<file path="config.mk">
export PLATFORM = sky130hd
export DESIGN_NAME = pc_unit
export DESIGN_NICKNAME = d
export VERILOG_FILES = /design/src/rtl/pc_unit_pkg.sv /design/src/rtl/pc_reg_bit.sv /design/src/rtl/pc_unit.sv
export SDC_FILE = /design/constraint.sdc
export NUM_CORES = 1
export LEC_CHECK = 0
export BUFFER_PORTS_ARGS = -buffer_cell sky130_fd_sc_hd__buf_4
export CAP_MARGIN = 30
export CORE_MARGIN = 3
export CORE_UTILIZATION = 54
export CTS_CLUSTER_DIAMETER = 100
export DETAILED_ROUTE_END_ITERATION = 8
export PLACE_DENSITY_LB_ADDON = 0.2
export SLEW_MARGIN = 40
export SYNTH_ARGS = -nofsm -noshare
export SYNTH_HDL_FRONTEND = slang
export SYNTH_SLANG_ARGS = --single-unit
</file>
<file path="constraint.sdc">
create_clock -name Clk -period 3.85 [get_ports Clk]
set_input_delay 0.77 -clock Clk [delete_from_list [all_inputs] [get_ports Clk]]
set_output_delay 0.77 -clock Clk [all_outputs]
set_load 0.01 [all_outputs]
</file>
<file path="src/rtl/pc_unit_pkg.sv">
// pc_unit_pkg: op encodings and default address width for the program counter
package pc_unit_pkg;
  localparam int DEF_WIDTH = 8;
  typedef enum logic [1:0] {
    OP_HOLD = 2'b00,
    OP_INC  = 2'b01,
    OP_JMP  = 2'b10,
    OP_REL  = 2'b11
  } op_e;
endpackage

</file>
<file path="src/rtl/pc_reg_bit.sv">
// pc_reg_bit: one state bit with synchronous reset value and load enable
module pc_reg_bit (
  input  logic Clk,
  input  logic Rst,
  input  logic rst_val,
  input  logic en,
  input  logic d,
  output logic q
);
  always_ff @(posedge Clk)
    q <= Rst ? rst_val : en ? d : q;
endmodule

</file>
<file path="src/rtl/pc_unit.sv">
// pc_unit: program counter with hold/inc/jump/relative branch; PC_CALL_RET_EN adds one-deep call/return
module pc_unit
  import pc_unit_pkg::*;
#(
  parameter int              WIDTH     = DEF_WIDTH,
  parameter logic [WIDTH-1:0] RESET_VEC = '0
) (
  input  logic             Clk,
  input  logic             Rst,
  input  logic             En,
  input  logic [1:0]       Op,
  input  logic [WIDTH-1:0] Target,
  input  logic [WIDTH-1:0] Offset,
`ifdef PC_CALL_RET_EN
  input  logic             Call,
  input  logic             Ret,
  output logic [WIDTH-1:0] RetAddr,
`endif
  output logic [WIDTH-1:0] PC,
  output logic [WIDTH-1:0] PCInc,
  output logic             Wrap
);
  op_e              op;
  logic [WIDTH:0]   inc_sum, rel_sum;
  logic [WIDTH-1:0] pc_nxt;
  logic             wrap_nxt;
  assign op      = op_e'(Op);
  assign inc_sum = {1'b0, PC} + (WIDTH+1)'(1);
  assign rel_sum = {1'b0, PC} + {1'b0, Offset};
  assign PCInc   = inc_sum[WIDTH-1:0];
  // a relative branch wraps when the carry disagrees with the offset's sign
  always_comb begin
    pc_nxt   = op == OP_INC ? PCInc : op == OP_JMP ? Target : op == OP_REL ? rel_sum[WIDTH-1:0] : PC;
    wrap_nxt = En & ((op == OP_INC & inc_sum[WIDTH]) | (op == OP_REL & (rel_sum[WIDTH] ^ Offset[WIDTH-1])));
`ifdef PC_CALL_RET_EN
    pc_nxt   = Call ? Target : Ret ? RetAddr : pc_nxt;
    wrap_nxt = wrap_nxt & ~Call & ~Ret;
`endif
  end
  for (genvar i = 0; i < WIDTH; i++) begin : g_pc
    pc_reg_bit u_pc (.Clk, .Rst, .rst_val(RESET_VEC[i]), .en(En), .d(pc_nxt[i]), .q(PC[i]));
`ifdef PC_CALL_RET_EN
    pc_reg_bit u_ra (.Clk, .Rst, .rst_val(RESET_VEC[i]), .en(En & Call), .d(PCInc[i]), .q(RetAddr[i]));
`endif
  end
  pc_reg_bit u_wrap (.Clk, .Rst, .rst_val(1'b0), .en(1'b1), .d(wrap_nxt), .q(Wrap));
endmodule

</file>
======== Word-level counts from Yosys, hierarchy flattened ========
Index checks and enable logic that the tools add are counted.
word-level totals
  bits in registers ....................... 9
operators by class
  $add $sub $neg .......................... 2
  equality and inequality tests ........... 3
  mux-type cells .......................... 3
  bitwise gates (word level) .............. 5
  reduce and logical (&&, ||, !) cells .... 2
operators with widths
  kind                   number
  $mux W8                3
  $add A8 B1 Y9 const B  1
  $add A8 B8 Y9          1
  $eq A2 B2 Y1 const B   2
  $and A1 B1 Y1          3
  $reduce_bool A3 Y1     1
  $eq A2 B1 Y1 const B   1
  $reduce_and A2 Y1      1
  $or A1 B1 Y1           1
  $xor A1 B1 Y1          1

======== Longest topological paths before layout ========
  depth after elaboration ................. 5
  depth in mapped cells ................... 8
  gate-level depth less buffers ........... 8

======== Hierarchy ========
Synthesis repeated with hierarchy kept, for this count alone.
unflattened totals
  cells, all modules ...................... 132
  area total of the unflattened synthesis .. 1182.4 sq um
by module, submodules not included
  module      instances  cells each  area each (sq um)
  pc_unit     1          105         720.7
  pc_reg_bit  9          3           51.3

======== Worst setup path after synthesis ========
No wires, ideal clock.
  path kind ............................... input-to-reg
  start ................................... input port Offset[1]
  end ..................................... register g_pc[5].u_pc.q
  setup time .............................. 81 ps
  data arrival time ....................... 2206 ps
  required time ........................... 3769 ps
  path slack .............................. 1563 ps
  stages on the path ...................... 6
  cells stage by stage .................... ha_1 > a21o_1 > and4_1 > or2_1 > or4_1 > a41oi_1
between the ends
  word-level cells in the longest chain between the ends .. 4
ends and longest elaborated chain
  what                  RTL line          source
  start, declared       pc_unit.sv:13     input logic [WIDTH-1:0] Offset,
  $add A8 B8 Y9         pc_unit.sv:29     assign rel_sum = {1'b0, PC} + {1'b0, Offset};
  $mux W8 (3 in a row)  pc_unit.sv:33     pc_nxt = op == OP_INC ? PCInc : op == OP_JMP ? Target : op == OP_REL ? rel_sum[WIDTH-1:0] : PC;
  end signal, assigned  pc_reg_bit.sv:11  q <= Rst ? rst_val : en ? d : q;
  end, declared         pc_reg_bit.sv:8   output logic q
Every way passes these cells. The select of a mux whose other input is x is not followed.
A chain may end at the register's enable or synchronous reset.

======== Final worst setup path ========
  start ................................... register g_pc[0].u_pc.q
  end ..................................... output port PCInc[6]
between the ends
  word-level cells in the longest chain between the ends .. 1
ends and longest elaborated chain
  what                    RTL line          source
  start, declared         pc_reg_bit.sv:8
  start signal, assigned  pc_reg_bit.sv:11
  $add A8 B1 Y9           pc_unit.sv:28     assign inc_sum = {1'b0, PC} + (WIDTH+1)'(1);
  end, declared           pc_unit.sv:20     output logic [WIDTH-1:0] PCInc,
Every way passes these cells.

==> impl_metrics.csv <==
group,metric,value,unit
routing,drt_first_pass_iters,4,
power_and_ir_drop,p_leak,0.600,nW
cells_and_area,final_cell_count_no_fill,203,
timing,maxSlewViolCount,0,
clock_network,worst_skew_pair.late_latency,0.28,ns
hold_path,hold_class,"reg2reg",
place,dpl.hpwl,2.37,mm
synth,synthesis.area,0.00109,mm^2
critical_path,critPathCaptureType,"primary output",
clock_network,postCtsSetupRepairBufs,0,
critical_path,cp_max_fo,7,
timing,finalHoldViolations,0,
synth,synth_flop_cell,"dfxtp_1",
synth,seq_area_frac_synth,0.165,
synth,synth-edff-count,0,
die,chipWidth,51.0,um
synth,yosysUniqueCellTypes,43,
global_routing,track_usage,0.255,
timing,fmax,421,MHz
cells_and_area,seq_area,180,um^2
flow_run,max_cap_viol_count,0,
cells_and_area,nFillCells,154,
global_routing,grt_max_degree,19,
timing,fin_ws,1.47,ns
clock_network,cts_made_buffers,3,
global_routing,grt-ovfl-total,0,
run_status,outcome,"finished clean",
die,initial_core_util,0.601,
routing,vias_per_cell,6.14,
clock_network,cts_tree,"yes",
cells_and_area,drive_above_1_share,0.236,
critical_path,cp.arrival,1.61,ns
cells_and_area,area_growth,22.5,%
timing,setup_viol,0,
timing,worst_hold_slack,0.592,ns
cells_and_area,final_core_utilization,0.737,
critical_path,required,3.08,ns
critical_path,r2r_cells,6,
place,port_buffers,37,
hold_path,whs_path_depth,2,
die,die_height,51.0,um
routing,drtIter0Drc,44,
die,die_area,0.00260,mm^2
clock_network,ctsResizeCount,0,
clock_network,clk_pin_slew_worst_paths,0.07,ns
timing,clock_skew,0.00886,ns
synth,yosys_warnings,0,
timing,fin_crit,2.38,ns
die,io-pin-count,38,
global_routing,antenna_found_initial,0,
cells_and_area,nets,210,
routing,vias,1246,
routing,wl_per_cell,15.1,um
global_routing,grt_pass1_vias,1110,
timing,period_share,0.618,
global_routing,grt_pass1_wl,5.02,mm
place,post-place-ws,1.32,ns
routing,drcViolationCount,0,
synth,synthCells,150,
synth,synth_fp_nets,181,
cells_and_area,diodes,0,
critical_path,cp-start-kind,"flop",
routing,drt_wl_total,3.06,mm
timing,rsz0062_at_grt,"no",
cells_and_area,fin_area,0.00134,mm^2
synth,synth.avg_cell_area,7.30,um^2
clock_network,hold_buffers,0,
power_and_ir_drop,powerDensity,261,mW/mm^2
power_and_ir_drop,irDropWorstVdd,0.133,mV
clock_network,clockRootBuffer,"clkbuf_4",
clock_network,htreeDepth,1,
die,core,0.00182,mm^2
timing,max_slew_margin,0.772,
synth,ys_async_sr_fraction,0,
power_and_ir_drop,p_total,350,uW
routing,drtAntennaViolNets,0,
synth,ys_ff_latch,9,
place,gp_congestion,0.919,
timing,tns,0,ns
timing,worstMarginPinSlew,0.333,ns
cells_and_area,multiInputGateArea,777,um^2
clock_network,clk_path_buf_depth,2,
critical_path,criticalPathCategory,"reg2out",
clock_network,numClockSinks,9,
die,rows,15,
place,dp_cells,199,
place,dpl-instance-area,0.00132,mm^2
-- power by group --
| group | internal, mW | switching, mW | leakage, nW |
|---|---|---|---|
| Sequential | 0.100 | 0.0153 | 0.0741 |
| Clock | 0.0402 | 0.0400 | 0.0150 |
| Combinational | 0.0751 | 0.0785 | 0.510 |
-- state kept, by name, summed over array words and instances (netlist names) --
register and cells:
u_wrap.q 1, g_pc.u_pc.q 8
-- metal layers --
metal  up-vias  track usage  routed length, um
li1        597            -                  -
met5         -            0                  0
met4         0        0.139                 87
met3         9       0.0233                305
met2        74        0.403               1430
met1       566        0.339               1230
-- final timing paths --
path | startpoint | endpoint | slack (ns)
setup / recovery | g_pc[0].u_pc.q$_SDFFE_PP0P_ | PCInc[6] | 1.47
hold / removal | g_pc[7].u_pc.q$_SDFFE_PP0P_ | u_wrap.q$_SDFF_PP0_ | 0.59
setup reg to reg | g_pc[4].u_pc.q$_SDFFE_PP0P_ | g_pc[5].u_pc.q$_SDFFE_PP0P_ | 1.68
hold reg to reg | g_pc[7].u_pc.q$_SDFFE_PP0P_ | u_wrap.q$_SDFF_PP0_ | 0.59
-- Yosys cell counts, types with 5 or more instances --
cell | instances | area (um^2)
inv_1 | 12 | 45.0
o21ai_0 | 9 | 45.0
ha_1 | 9 | 113
nand3_1 | 5 | 25.0
dfxtp_1 | 9 | 180
nand2_1 | 15 | 56.3
nor2_1 | 13 | 48.8
nor2b_1 | 5 | 31.3
buf_4 | 8 | 60.1
a211oi_1 | 6 | 45.0
-- cells in the final DEF (no fill, tap or decap), drive strengths merged, types with 3 or more instances in the layout --
cell,synthesis,final
inv,12,12
nor3,4,4
nor2b,5,5
xnor2,4,4
o21a,3,3
nand3,5,5
nand4,3,3
nand2,15,15
a21oi,3,3
ha,9,9
clkbuf,2,4
o21ai,9,9
o32ai,3,3
a211oi,6,6
xor2,4,4
nor2,14,14
dfxtp,9,9
buf,11,37
-- critical path, cell delays in order (launching register included) --
cell	delay [ns]
dfxtp_1	0.45
ha_1	0.28
nand2_1	0.13
nor2_1	0.15
xnor2_1	0.16
buf_4	0.16
-- layout make-up --
cell class	count	share of cell area
multi-input combinational	115	0.579
sequential	9	0.134
inverter	13	0.0364
tap	25	0.0233
timing repair buffer	37	0.207
clock buffer	4	0.0196
-- cell families after synthesis --
logic type,Yosys count,share of synthesized area
AO/OA/AOI/OAI,39,0.254
XOR/XNOR,8,0.0640
adder cells (fa/ha/maj),10,0.121
buffers and inverters,26,0.126
flip-flops,9,0.165
multiplexers,2,0.0183
AND/OR/NAND/NOR,56,0.253
Note: power is estimated with default switching activity, not from simulation.
